## src/rtl/syncro_pkg.sv

```systemverilog
// ----------------------------------------------------------------------------
// syncro_pkg : parameter limits and counter sizing for the syncro_filt family.
// Rev 1.0
// ----------------------------------------------------------------------------
`default_nettype none

package syncro_pkg;

   localparam int c_width_min    = 1;
   localparam int c_width_max    = 64;
   localparam int c_stages_min   = 2;
   localparam int c_stages_max   = 4;
   localparam int c_filt_cnt_min = 1;
   localparam int c_filt_cnt_max = 255;

   function automatic int cnt_width(input int filt_cnt);
      return $clog2(filt_cnt + 1);
   endfunction

endpackage

`default_nettype wire

```

## src/rtl/syncro_filt_chan.sv

```systemverilog
// ----------------------------------------------------------------------------
// syncro_filt_chan : one channel of synchronizer, stability filter and edge
// pulse generation (edge pulses only with SYNCRO_FILT_EDGE_EN). Rev 1.0
// ----------------------------------------------------------------------------
`default_nettype none

module syncro_filt_chan
   import syncro_pkg::*;
#(
   parameter int   STAGES   = 2,
   parameter int   FILT_CNT = 4,
   parameter logic RST_BIT  = 1'b0
) (
   input  logic clk,
   input  logic reset_n,
   input  logic i_sig,
   output logic o_sig,
`ifdef SYNCRO_FILT_EDGE_EN
   output logic o_chg_d,
`endif
   output logic o_rise,
   output logic o_fall
);

   localparam int               CNT_W      = cnt_width(FILT_CNT);
   localparam logic [CNT_W-1:0] c_cnt_last = CNT_W'(FILT_CNT - 1);

   (* ASYNC_REG = "TRUE" *) logic [STAGES-1:0] sync_q;
   logic [STAGES-1:0] sync_d;
   logic [CNT_W-1:0]  cnt_q, cnt_d;
   logic              out_q, out_d;
   logic              w_s;

   // The filter only advances while the synchronized level disagrees with the output.
   always_comb begin
      sync_d = {sync_q[STAGES-2:0], i_sig};
      w_s    = sync_q[STAGES-1];
      out_d  = out_q;
      cnt_d  = '0;
      if (w_s != out_q) begin
         if (cnt_q == c_cnt_last) begin
            out_d = w_s;
         end else begin
            cnt_d = cnt_q + CNT_W'(1);
         end
      end
   end

   always_ff @(posedge clk) begin
      if (!reset_n) begin
         sync_q <= {STAGES{RST_BIT}};
         cnt_q  <= '0;
         out_q  <= RST_BIT;
      end else begin
         sync_q <= sync_d;
         cnt_q  <= cnt_d;
         out_q  <= out_d;
      end
   end

   assign o_sig = out_q;

`ifdef SYNCRO_FILT_EDGE_EN
   logic rise_q, rise_d;
   logic fall_q, fall_d;

   always_comb begin
      rise_d  = out_d & ~out_q;
      fall_d  = ~out_d & out_q;
      o_chg_d = rise_d | fall_d;
   end

   always_ff @(posedge clk) begin
      if (!reset_n) begin
         rise_q <= 1'b0;
         fall_q <= 1'b0;
      end else begin
         rise_q <= rise_d;
         fall_q <= fall_d;
      end
   end

   assign o_rise = rise_q;
   assign o_fall = fall_q;
`else
   assign o_rise = 1'b0;
   assign o_fall = 1'b0;
`endif

endmodule

`default_nettype wire

```

## src/rtl/syncro_filt.sv

```systemverilog
// ----------------------------------------------------------------------------
// syncro_filt : WIDTH-channel synchronizer with debounce filter; edge pulses
// and chg are built only when SYNCRO_FILT_EDGE_EN is defined. Rev 1.0
// ----------------------------------------------------------------------------
`default_nettype none

module syncro_filt
   import syncro_pkg::*;
#(
   parameter int               WIDTH    = 8,
   parameter int               STAGES   = 2,
   parameter int               FILT_CNT = 4,
   parameter logic [WIDTH-1:0] RST_VAL  = '0
) (
   input  logic             clk,
   input  logic             reset_n,
   input  logic [WIDTH-1:0] sig_in,
   output logic [WIDTH-1:0] sig_out,
   output logic [WIDTH-1:0] rise,
   output logic [WIDTH-1:0] fall,
   output logic             chg
);

   if (WIDTH < c_width_min || WIDTH > c_width_max) begin : g_bad_width
      $error("syncro_filt: WIDTH %0d out of range", WIDTH);
   end
   if (STAGES < c_stages_min || STAGES > c_stages_max) begin : g_bad_stages
      $error("syncro_filt: STAGES %0d out of range", STAGES);
   end
   if (FILT_CNT < c_filt_cnt_min || FILT_CNT > c_filt_cnt_max) begin : g_bad_filt
      $error("syncro_filt: FILT_CNT %0d out of range", FILT_CNT);
   end

`ifdef SYNCRO_FILT_EDGE_EN
   logic [WIDTH-1:0] w_chg_d;
`endif

   for (genvar i = 0; i < WIDTH; i++) begin : g_chan
      syncro_filt_chan #(
         .STAGES   (STAGES),
         .FILT_CNT (FILT_CNT),
         .RST_BIT  (RST_VAL[i])
      ) u_chan (
         .clk     (clk),
         .reset_n (reset_n),
         .i_sig   (sig_in[i]),
         .o_sig   (sig_out[i]),
`ifdef SYNCRO_FILT_EDGE_EN
         .o_chg_d (w_chg_d[i]),
`endif
         .o_rise  (rise[i]),
         .o_fall  (fall[i])
      );
   end

`ifdef SYNCRO_FILT_EDGE_EN
   logic chg_q, chg_d;

   // Registered from next-state pulses so chg lines up with rise/fall.
   always_comb begin
      chg_d = |w_chg_d;
   end

   always_ff @(posedge clk) begin
      if (!reset_n) begin
         chg_q <= 1'b0;
      end else begin
         chg_q <= chg_d;
      end
   end

   assign chg = chg_q;
`else
   assign chg = 1'b0;
`endif

endmodule

`default_nettype wire

```

## config.mk

```make
export PLATFORM = sky130hd
export DESIGN_NAME = syncro_filt
export DESIGN_NICKNAME = d
export VERILOG_FILES = /design/src/rtl/syncro_pkg.sv /design/src/rtl/syncro_filt_chan.sv /design/src/rtl/syncro_filt.sv
export SDC_FILE = /design/constraint.sdc
export NUM_CORES = 1
export LEC_CHECK = 0
export ABC_CLOCK_PERIOD_IN_PS = 1550
export CORE_ASPECT_RATIO = 0.6
export CORE_MARGIN = 10
export CORE_UTILIZATION = 51
export DETAILED_ROUTE_END_ITERATION = 10
export GPL_TIMING_DRIVEN = 0
export MAX_ROUTING_LAYER = met4
export PLACE_DENSITY = 0.78
export SETUP_SLACK_MARGIN = 0.1
export SLEW_MARGIN = 20
export SYNTH_ARGS = -nofsm -noshare
export SYNTH_HDL_FRONTEND = slang
export SYNTH_SLANG_ARGS = --single-unit
```

## constraint.sdc

```tcl
create_clock -name clk -period 1.55 [get_ports clk]
set_input_delay 0.31 -clock clk [delete_from_list [all_inputs] [get_ports clk]]
set_output_delay 0.31 -clock clk [all_outputs]
set_load 0.01 [all_outputs]
```

# Word-level counts from Yosys, hierarchy flattened
# Cells that the tools add are included.
# Widths: inputs -> output; s select.
# classes
n_reduce_logical,16
n_eq_ne,16
bitwise,9
add_sub_neg,8
# op_table
operator,n
$add 3x1->3 const B,8
$eq 3x2->1 const B,8
$reduce_or 3->1,8
$reduce_and 2->1,8
$not 1->1,9
$ne 1x1->1,8
# totals
reg_bits,48

# Depth between registers and ports, before layout
# logic_depth
ltp_word,3
ltp_mapped,4
depth_no_buf,4

# Modules after synthesis
# From an unflattened synthesis, not the netlist that was laid out.
# hier_totals
cells_unflattened,162
hier_area_um2,1893.1
# by_module_without_submodules
mod,n_inst,cells_each,area_each_um2
syncro_filt_chan,8,20,235.2
syncro_filt,1,2,11.3

# Worst setup path after synthesis
# No wires, ideal clock.
# synth_timing
kind,register -> register
from,reg g_chan[6].u_chan.cnt_q[0]
to,reg g_chan[6].u_chan.cnt_q[2]
path_slack_ps,460
n_path_buf,0
stages_incl_launch_ff,4
arrival_time_ps,994
setup_time_ps,96
period_less_slack_ps,1090
path_cell_list,dfxtp_1 -> ha_1 -> ha_1 -> nor4b_1
# synth_via
elab_chain_cells,2
# synth_lines
item,line,text
from (decl),syncro_filt_chan.sv:30,"logic [CNT_W-1:0] cnt_q, cnt_d;"
from (signal assigned),syncro_filt_chan.sv:56,cnt_q <= cnt_d;
"parallel branches: the longest is 2 deep, another holds $add 3x1->3",-,
# Several ways; the timed one is not identified.
# A chain may end at the register's enable or synchronous reset.

# Worst setup path in the final report
# layout_timing
from,reg g_chan[0].u_chan.out_q
to,out sig_out[0]
# layout_lines
item,line,text
from (decl),syncro_filt_chan.sv:31,"logic out_q, out_d;"
from (signal assigned),syncro_filt_chan.sv:57,out_q <= out_d;
to (decl),syncro_filt.sv:18,"output logic [WIDTH-1:0] sig_out,"
# No word-level cell between the ends.

==> flow_metrics.env <==
export IMPL_fmax_mhz=727
export IMPL_worstPathRequired_ns=1.24
export IMPL_cts_sinks=48
export IMPL_syn_cell_area_mm2=0.00195
export IMPL_multiInputGateArea_um2=803
export IMPL_post_cts_buffers=0
export IMPL_critical_path_max_stage_delay_ns=0.38
export IMPL_setup_viol=0
export IMPL_drive_gt1_share_pct=21.7
export IMPL_drt_iter0_markers=10
export IMPL_synth_cell_types=16
export IMPL_synth_seq_area_share_pct=49.2
export IMPL_synth_cells=167
export IMPL_clk_latency_ns=0.30
export IMPL_grt_max_degree=14
export IMPL_grt_pass1_wl_mm=5.58
export IMPL_power_leakage_nw=0.992
export IMPL_most_common_layout_cells="dfxtp_1, buf_4, conb_1, and2_1, ha_1"
export IMPL_endpoint_kind="output pin"
export IMPL_grt_ovfl_total=0
export IMPL_cp_start_kind="register"
export IMPL_cts_buffers=5
export IMPL_drtPass1Iterations=2
export IMPL_crit_type="register to output pin"
export IMPL_p_per_area_mw_per_mm2=926
export IMPL_crit_arrival_ns=1.06
export IMPL_irDropWorstVdd_v=0.000501
export IMPL_dieArea_mm2=0.00679
export IMPL_hold_start="reset_n"
export IMPL_place_inst=246
export IMPL_initial_core_util_pct=53.1
export IMPL_cts_max_path_buffers=2
export IMPL_dp_slack_ns=0.223
export IMPL_regArea_um2=970
export IMPL_layout_min_cycle_time_ns=1.37
export IMPL_cts_root_buf="clkbuf_8"
export IMPL_vias_per_cell=4.61
export IMPL_fp_dieW_um=99.9
export IMPL_route_met3_wl_um=162
export IMPL_finalCritPeriodShare_pct=88.7
export IMPL_layout_commonest_cell="dfxtp_1"
export IMPL_worstReg2RegStart="g_chan[5].u_chan.cnt_q[0]$_SDFF_PP0_"
export IMPL_ant_nets=0
export IMPL_drc=0
export IMPL_path_max_fanout=3
export IMPL_wl_per_cell_um=13.0
export IMPL_highest_layer="met4"
export IMPL_wl_met2_mm=1.73
export IMPL_die_h_um=68.0
export IMPL_critical_path_slowest_cell="dfxtp_1"
export IMPL_maxSlewViolCount=0
export IMPL_yosysWarnings=0
export IMPL_crit_start="g_chan[0].u_chan.o_sig$_SDFFE_PN0P_"
export IMPL_core_area_mm2=0.00368
export IMPL_grt_pass1_vias=1289
export IMPL_met1_length_mm=1.35
export IMPL_area_delta_synth_final_pct=18.8
export IMPL_worstPathCellList="buf_4 > dlygate4sd2_1"
export IMPL_cts_max_level=2
export IMPL_ctsResizeCount=15
export IMPL_hold_violations=0
export IMPL_grtUsageTotal_pct=11.0
export IMPL_status="finished, final reports clean"
export IMPL_routed_via_count=1170
export IMPL_diodes=0
export IMPL_rsz0062_at_grt="no"
export IMPL_fin_ws_ns=0.175
export IMPL_cts_tree="built"
export IMPL_holdCritPathClass="input pin to register"
export IMPL_cts_clk_slew_worst_paths_ns=0.08
export IMPL_finalNetCount=232
export IMPL_tns_ns=0
export IMPL_fin_skew_ns=0.00189
export IMPL_avgSynthCellArea_um2=11.7
export IMPL_cts_hold_buf=0
export IMPL_portBuffers=16
export IMPL_num_rows=17
export IMPL_n_fill_cell=311
export IMPL_hpwlAfterDp_mm=2.60
export IMPL_synth_seq_cells=48
export IMPL_routed_wl_mm=3.31
export IMPL_num_io_pins=35
export IMPL_instances_no_fill=254
export IMPL_antenna_found_initial=0
export IMPL_gp_congestion=0.696
export IMPL_maxCapViolCount=0
==> area by class of cell <==
cell class | count | share of cell area (%)
Inverter | 8 | 1.29
Clock buffer | 8 | 3.88
Timing Repair Buffer | 16 | 6.47
Sequential cell | 48 | 41.8
Multi-Input combinational cell | 97 | 34.6
Buffer | 30 | 9.48
Tap cell | 47 | 2.53
==> stage by stage <==
step | instance area (um2) | util, % | hold WS, ns | power (mW)
CTS | 2320 | 63.1 | 0.335 | 2.17
global route | 2320 | 63.1 | 0.332 | 2.26
finish | 2320 | 63.1 | 0.346 | 2.15
global placement | 2230 | 60.7 | 0.413 | 1.43
detailed placement | 2230 | 60.7 | 0.420 | 1.44
floorplan | 2010 | - | 0.407 | 1.40
==> flip-flops by register name (all words and copies together) (netlist names) <==
name and flops:
g_chan.u_chan.cnt_q 24, g_chan.u_chan.sync_q 16, g_chan.u_chan.o_sig 8
==> worst max-delay path: cells and delay by family, from the launching register on <==
kind,cells,cell delay [ns]
flops,1,0.38
buf+inv,2,0.39
==> worst paths after layout <==
| path | to | slack (ns) | cells after the start |
|---|---|---|---|
| max | sig_out[0] | 0.18 | 2 |
| min | g_chan[5].u_chan.cnt_q[1]$_SDFF_PP0_ | 0.35 | 2 |
| max reg2reg | g_chan[5].u_chan.cnt_q[2]$_SDFF_PP0_ | 0.31 | 3 |
| min reg2reg | g_chan[2].u_chan.cnt_q[0]$_SDFF_PP0_ | 0.43 | 1 |
==> per-layer routing <==
| metal | vias up | track usage (%) |
|---|---|---|
| met5 | - | - |
| met4 | 0 | 5.87 |
| met3 | 9 | 4.32 |
| met2 | 19 | 19.5 |
| met1 | 544 | 10.3 |
| li1 | 598 | - |
==> where the power goes <==
| part | internal [mW] | switching [mW] | total, mW |
|---|---|---|---|
| Sequential | 1.26 | 0.0110 | 1.27 |
| Combinational | 0.0827 | 0.0602 | 0.143 |
| Clock | 0.364 | 0.376 | 0.739 |
==> Yosys cell counts (all sizes together) <==
| cell | instances | share of area [%] |
|---|---|---|
| and2 | 16 | 5.1 |
| buf | 28 | 11 |
| clkbuf | 2 | 0.45 |
| conb | 1 | 0.19 |
| dfxtp | 48 | 49 |
| ha | 16 | 10 |
| inv | 8 | 1.5 |
| mux2i | 8 | 4.1 |
| nor2b | 8 | 2.6 |
| nor4b | 16 | 8.1 |
| nor4bb | 8 | 4.1 |
| xnor2 | 8 | 3.6 |
==> kinds of logic after synthesis <==
group | after synthesis | synth area share (%)
flip-flops | 48 | 49.2
XOR/XNOR | 8 | 3.59
other | 1 | 0.192
adder cells (fa/ha/maj) | 16 | 10.2
multiplexers | 8 | 4.10
AND/OR/NAND/NOR | 48 | 19.9
buffers and inverters | 38 | 12.8
Note: power is estimated with default switching activity, not from simulation.
